File: src/rtl/apb_slave_regfile.sv
// APB completer backed by a DEPTH x 8-bit register file with a fixed number of
// ACCESS wait states and a read-only write counter mapped at STAT_ADDR.
module apb_slave_regfile #(
  parameter int         DEPTH       = 16,
  parameter int         WAIT_STATES = 2,
  parameter logic [7:0] STAT_ADDR   = 8'hFF
) (
  input  logic       pclk,
  input  logic       prst,
  input  logic       psel,
  input  logic       penable,
  input  logic [7:0] paddr,
  input  logic       pwrite,
  input  logic [7:0] pwdata,
  output logic       pready,
  output logic [7:0] prdata,
  output logic [7:0] wr_count
);

  localparam int         AW      = (DEPTH > 1) ? $clog2(DEPTH) : 1;
  localparam logic [8:0] DEPTH_L = 9'(DEPTH);
  localparam logic [3:0] WS      = 4'(WAIT_STATES);

  typedef enum logic {S_IDLE, S_ACCESS} state_t;

  state_t         state;
  logic [3:0]     cnt;
  logic [7:0]     regs [DEPTH];
  logic           mapped;
  logic [AW-1:0]  idx;
  logic [7:0]     rd_mux;

  assign mapped = ({1'b0, paddr} < DEPTH_L);
  assign idx    = paddr[AW-1:0];

  // Completion is decoded from registered state so a zero-wait transfer
  // finishes in its first ACCESS cycle.
  assign pready = (state == S_ACCESS) && psel && penable && (cnt == 4'd0);

  always_comb begin
    rd_mux = 8'h00;
    if (mapped)
      rd_mux = regs[idx];
    else if (paddr == STAT_ADDR)
      rd_mux = wr_count;
  end

  assign prdata = (pready && !pwrite) ? rd_mux : 8'h00;

  always_ff @(posedge pclk or posedge prst) begin
    if (prst) begin
      state    <= S_IDLE;
      cnt      <= 4'd0;
      wr_count <= 8'h00;
      for (int i = 0; i < DEPTH; i++)
        regs[i] <= 8'h00;
    end else begin
      case (state)
        S_IDLE: begin
          if (psel && !penable) begin
            state <= S_ACCESS;
            cnt   <= WS;
          end
        end
        S_ACCESS: begin
          if (!psel) begin
            state <= S_IDLE;
          end else if (!penable) begin
            // A fresh SETUP without completion restarts the wait.
            cnt <= WS;
          end else if (cnt != 4'd0) begin
            cnt <= cnt - 4'd1;
          end else begin
            state <= S_IDLE;
            if (pwrite && mapped) begin
              regs[idx] <= pwdata;
              wr_count  <= wr_count + 8'd1;
            end
          end
        end
        default: state <= S_IDLE;
      endcase
    end
  end

endmodule
File: config.mk
export PLATFORM = sky130hd
export DESIGN_NAME = apb_slave_regfile
export DESIGN_NICKNAME = d
export VERILOG_FILES = /design/src/rtl/apb_slave_regfile.sv
export SDC_FILE = /design/constraint.sdc
export NUM_CORES = 1
export LEC_CHECK = 0
export ABC_CLOCK_PERIOD_IN_PS = 11900
export CAP_MARGIN = 20
export CORE_ASPECT_RATIO = 0.8
export CORE_MARGIN = 1.5
export CORE_UTILIZATION = 40
export CTS_CLUSTER_DIAMETER = 120
export DETAILED_ROUTE_END_ITERATION = 12
export GPL_ROUTABILITY_DRIVEN = 0
export PLACE_DENSITY = 0.68
export SLEW_MARGIN = 20
export SYNTH_ARGS = -nofsm -noshare
export SYNTH_HDL_FRONTEND = slang
export SYNTH_SLANG_ARGS = --single-unit
File: constraint.sdc
create_clock -name pclk -period 11.9 [get_ports pclk]
set_input_delay 2.38 -clock pclk [delete_from_list [all_inputs] [get_ports pclk]]
set_output_delay 2.38 -clock pclk [all_outputs]
set_load 0.05 [all_outputs]
==> reports/summary.txt, run 1 <==
status: complete, no violations
H-tree depth: 4
largest area contributor in the netlist: dfrtp_1
Diodes inserted: 0
syn_area_per_cell: 14.4 sq um
CP endpoint kind: output pin
Rows: 42
Final nets: 532
Layout Skew: 0.0114 ns
Post-Syn Nets: 501
worst path required time: 9.52 ns
Max-cap violations: 0
crit path kind: input port to output pin
# port buffers: 37
final-report max-slew violation count: 0
post-CTS sizing: 0
CTS tree: built
worst path buffer plus inverter count: 2
PwrDens: 141 nW/um^2
synthesized area: 6860 sq um
GRT Total Usage: 0.187
Setup-failing EPs final: 0
Antenna Nets Post-Route: 0
Root Buffer: clkbuf_16
clk buf depth: 2
Slowest cell on crit path: clkdlybuf4s50_1
Initial Utilization: 0.412
yosys warns: 0
post-CTS setup buffer count: 0
vias: 4,145
ranking of synthesized cells by area: dfrtp_1 (51%), mux2_2 (20%), mux4_2 (7.9%)
cts bufs inserted: 17
Setup TNS: 0 ns
Overflow after GRT: 0
Yosys top cell area share: 0.514
Netlist cell types: 48
CTS hold repair buffers: 0
post-synthesis cell count: 477
CP Max Fanout: 12
fin crit period: 7.72 ns
most instantiated cells after synthesis: dfrtp_1 (141), mux2_2 (120), mux4_2 (24)
Max Freq: 0.130 GHz
Seq cells post-synth: 141
share of layout cells above drive strength 1: 0.399
Rel. slew slack: 0.435
1st-iter DRT viols: 287
CORE AREA: 16,700 sq um
Via density: 5.59
final worst path period share: 0.649
asr flop ratio synth: 1.00
Primary FF master, synth: dfrtp_1
total power: 1140 uW
first-pass GRT wire length: 24,700 um
crit path DAT: 5.34 ns
Top Family by Delay on Critical Path: buffers and inverters
final worst setup slack: 4.18 ns
LEAKAGE: 0.00372 uW
initial antenna violation count: 0
Final Core Density: 0.484
Die Area: 18,000 sq um
vias in the first global route: 4,311
Least-Margin Pin Slew: 0.843 ns
Worst-path clk slew: 0.06 ns
final hold violation count: 0
Tightest Hold Check Type: flip-flop to flip-flop
HPWL after DPL: 10,200 um
crit-path cells: clkdlybuf4s50_1, or3b_2, o22ai_1, a211oi_1, a21oi_1, clkdlybuf4s50_1
Post-synth EDFFs: 0
Worst-Skew Late Latency: 0.42 ns
Clock Sinks: 141
DR WL/cell: 20.7 um
largest vdd supply drop: 0.0000792 V
slowest stage delay, CP: 0.88 ns
Post-Route WL: 15,300 um
sequential element share of the synthesized area: 0.514
count leader, synth: dfrtp_1
RSZ-0062 raised after global routing: false
die height: 120 um
area grow syn2layout: 17.5%
pin count of the biggest net entering global routing: 88
# IOs: 38
Chip Width: 149 um
CP startpoint kind: input port
number of remaining DRC errors: 0
Setup WS pre-CTS: 4.23 ns
1st-pass router iterations: 4
CP dominant cell by count: clkdlybuf4s50_1
## cells by family after synthesis
kind of cell / Yosys count / share of synthesized area
adders and majority gates: 3 / 0.00547
xor gates and xnor gates: 7 / 0.00893
DFF: 141 / 0.514
muxes: 169 / 0.318
AOI/OAI and AO/OA: 51 / 0.0489
buffers and inverters: 41 / 0.0252
and+or+nand+nor: 65 / 0.0797
## layer usage
metal	GRT usage	wire length [um]	part of all wire
met1	0.262	6980	0.46
met3	0.0479	867	0.057
met2	0.286	7350	0.48
met4	0.0588	111	0.0073
met5	0	0	0
## sequential cells by signal (all words and copies together), names as in the netlist
| name | cells |
|---|---|
| state | 1 |
| cnt | 4 |
| regs | 128 |
| wr_count | 8 |
## cell usage in the layout (no fill, tap or decap), types with 2 or more instances in the layout
cell	Yosys	routed
nand2_1	9	9
nand3_2	3	3
a211oi_1	8	8
clkdlybuf4s50_1	0	35
xnor2_1	7	7
clkinv_2	0	5
mux4_2	24	24
bufinv_16	0	6
a31oi_1	2	2
mux2i_1	17	17
nor3_1	11	11
nor2b_1	2	2
mux2_4	8	8
dfrtp_1	141	141
nor3_4	6	6
a21oi_1	8	8
nor4_4	5	5
nor2_1	4	4
a22oi_1	8	8
clkbuf_1	13	2
o21a_1	2	2
a21boi_0	2	2
o2bb2ai_1	2	2
mux2_2	120	120
o21ai_0	8	8
buf_4	1	2
clkinvlp_4	0	2
nand2b_1	6	6
inv_1	13	12
buf_2	5	2
nor3_2	2	2
clkbuf_16	0	17
o22ai_1	8	8
ha_1	3	3
nand4_1	4	4
## layout make-up
class / instances / area (sq um)
clock buffer: 19 / 433
clock inverter: 13 / 220
fill: 1413 / 8590
inverter: 13 / 53.8
multi-input combinational: 295 / 3170
sequential: 141 / 3530
tap: 220 / 275
timing repair buffer: 40 / 387
## metrics by stage
step / instances / hold WS [ns] / instance area, sq um
final: 741 / 0.502 / 8070
after global routing: 741 / 0.516 / 8070
after CTS: 741 / 0.504 / 8060
after detailed placement: 709 / 0.490 / 7410
after global placement: 709 / 0.483 / 7410
after floorplan: 477 / 0.475 / 6860
## worst paths after layout
path	startpoint	end	slack, ns	cells past startpoint
max in group asynchronous	prst	regs[26]$_DFFE_PP0P_	8.35	3
max	paddr[3]	prdata[7]	4.18	6
min in group asynchronous	prst	regs[57]$_DFFE_PP0P_	2.39	2
min reg2reg	wr_count[4]$_DFFE_PP0P_	wr_count[4]$_DFFE_PP0P_	0.50	1
min	wr_count[4]$_DFFE_PP0P_	wr_count[4]$_DFFE_PP0P_	0.50	1
max reg2reg	cnt[0]$_DFFE_PP0P_	regs[80]$_DFFE_PP0P_	9.09	6
## power by group
group / internal [uW] / switching [uW]
clock network: 391 / 195
registers: 484 / 5.16
logic: 22.0 / 43.5
Note: power is estimated with default switching activity, not from simulation.
==> run 2: changes to the inputs <==
- ABC_CLOCK_PERIOD_IN_PS: 11900 -> 6350
- PLACE_DENSITY: 0.68 -> 0.7
- clock period: 11.9 -> 6.35 ns (I/O delays scaled with it)
==> reports/summary.txt, run 2 (synthesis gave the netlist of run 1 again) <==
status: complete, no violations
CP Max Fanout: 12
H-tree depth: 4
area grow syn2layout: 17.0%
die height: 120 um
register share of total power: 0.444
Root Buffer: clkbuf_16
pin count of the biggest net entering global routing: 96
initial antenna violation count: 0
most frequent cells in the layout: dfrtp_1 (141), mux2_2 (120), clkdlybuf4s50_1 (35)
Layout Skew: 0.00742 ns
most common cell after layout, fill and taps aside: dfrtp_1
CP endpoint kind: output pin
final hold violation count: 0
HPWL after DPL: 10,500 um
DR WL/cell: 21.0 um
Placed Instances: 710
Least-Margin Pin Slew: 0.826 ns
Psw: 477 uW
internal power: 1590 uW
Tightest Hold Check Type: flip-flop to flip-flop
post-CTS sizing: 0
share of layout cells above drive strength 1: 0.400
CTS hold repair buffers: 0
Final Core Density: 0.482
Setup-failing EPs final: 0
Post-Route WL: 15,600 um
Max Freq: 0.185 GHz
CTS tree: built
crit path kind: input port to output pin
Setup WS pre-CTS: 0.998 ns
Setup TNS: 0 ns
slowest stage delay, CP: 0.86 ns
clock power share: 0.497
Top Family by Delay on Critical Path: buffers and inverters
Initial Utilization: 0.412
Rel. slew slack: 0.446
vias: 4,239
Overflow after GRT: 0
fin crit period: 5.42 ns
Multi-input gate area: 3160 sq um
crit path DAT: 4.15 ns
R2R setup slack: 3.54 ns
final-report max-slew violation count: 0
CP dominant cell by count: clkdlybuf4s50_1
Slowest cell on crit path: clkdlybuf4s50_1
total power: 2070 uW
Sequential Area: 3530 sq um
Final Non-Filler Cells: 742
# IOs: 38
GRT Total Usage: 0.188
CORE AREA: 16,700 sq um
final worst setup slack: 0.931 ns
Regs by FF count: regs (128), wr_count (8), cnt (4)
switching share of power: 0.231
worst path required time: 5.08 ns
RSZ-0062 raised after global routing: false
1st-iter DRT viols: 330
1st-pass router iterations: 5
Chip Width: 149 um
first-pass GRT wire length: 24,900 um
Largest register FFs: 128
PwrDens: 257 nW/um^2
Via density: 5.71
Rows: 42
LEAKAGE: 0.00370 uW
number of fill cells: 1,367
Worst-path clk slew: 0.06 ns
Clock Sinks: 141
# port buffers: 37
Worst-Skew Late Latency: 0.42 ns
Max-cap violations: 0
largest vdd supply drop: 0.000165 V
post-CTS setup buffer count: 0
vias in the first global route: 4,357
Antenna Nets Post-Route: 0
final worst path period share: 0.853
clk buf depth: 2
Die Area: 18,000 sq um
number of remaining DRC errors: 0
worst path buffer plus inverter count: 2
Comb pwr share: 0.059
Reg with most FFs: regs
cts bufs inserted: 17
crit-path cells: clkdlybuf4s50_1, or3b_2, o22ai_1, a211oi_1, a21oi_1, clkdlybuf4s50_1
Diodes inserted: 0
CP startpoint kind: input port
Final nets: 533
run 2: changes by cell type in the layout (fill, tap and decap cells not counted), moves of 2 or more:
cell,previous run,this run
buf_4,2,4
clkinv_4,0,3
clkbuf_8,0,2
clkinv_2,5,1
bufinv_16,6,3
inv_6,1,3
run 2: path summary, 6_finish.rpt:
kind / cells past startpoint / to / from
min in group asynchronous: 2 / regs[90]$_DFFE_PP0P_ / prst
setup / recovery: 6 / prdata[3] / paddr[3]
setup reg to reg: 6 / regs[75]$_DFFE_PP0P_ / cnt[0]$_DFFE_PP0P_
hold reg to reg: 1 / regs[13]$_DFFE_PP0P_ / regs[13]$_DFFE_PP0P_
hold / removal: 1 / regs[13]$_DFFE_PP0P_ / regs[13]$_DFFE_PP0P_
max in group asynchronous: 3 / regs[0]$_DFFE_PP0P_ / prst
run 2: cell type report:
type	count	area share
clock inverter	12	0.0201
inverter	13	0.00670
sequential	141	0.439
multi-input combinational	295	0.394
timing repair buffer	41	0.0486
clock buffer	20	0.0569
tap	220	0.0343
run 2: per-stage QoR:
step	area (sq um)	hold slack, ns
2_1_floorplan	6860	0.475
3_3_place_gp	7410	0.482
3_5_place_dp	7410	0.491
4_1_cts	8030	0.502
5_1_grt	8030	0.513
6_report	8030	0.501
run 2: worst register-to-register path: stages (launching register included):
cell     delay, ns
dfrtp_1       0.39
inv_1         0.13
ha_1          0.18
and4b_1       0.28
nand4_4       0.44
nor3_2        0.86
mux2_2        0.41
run 2: layer usage:
layer / share of wire / up-vias / track usage
met5: 0 / - / 0
met1: 0.46 / 2226 / 0.263
li1: - / 1861 / -
met3: 0.059 / 12 / 0.0544
met2: 0.47 / 140 / 0.285
met4: 0.012 / 0 / 0.0514
run 2: power by group through the flow:
stage	combinational [uW]	sequential [uW]	clock (uW)
4_1_cts	124	916	1050
5_1_grt	135	918	1090
3_3_place_gp	119	932	0
3_5_place_dp	124	933	0
2_1_floorplan	81.1	932	0
6_report	123	917	1030
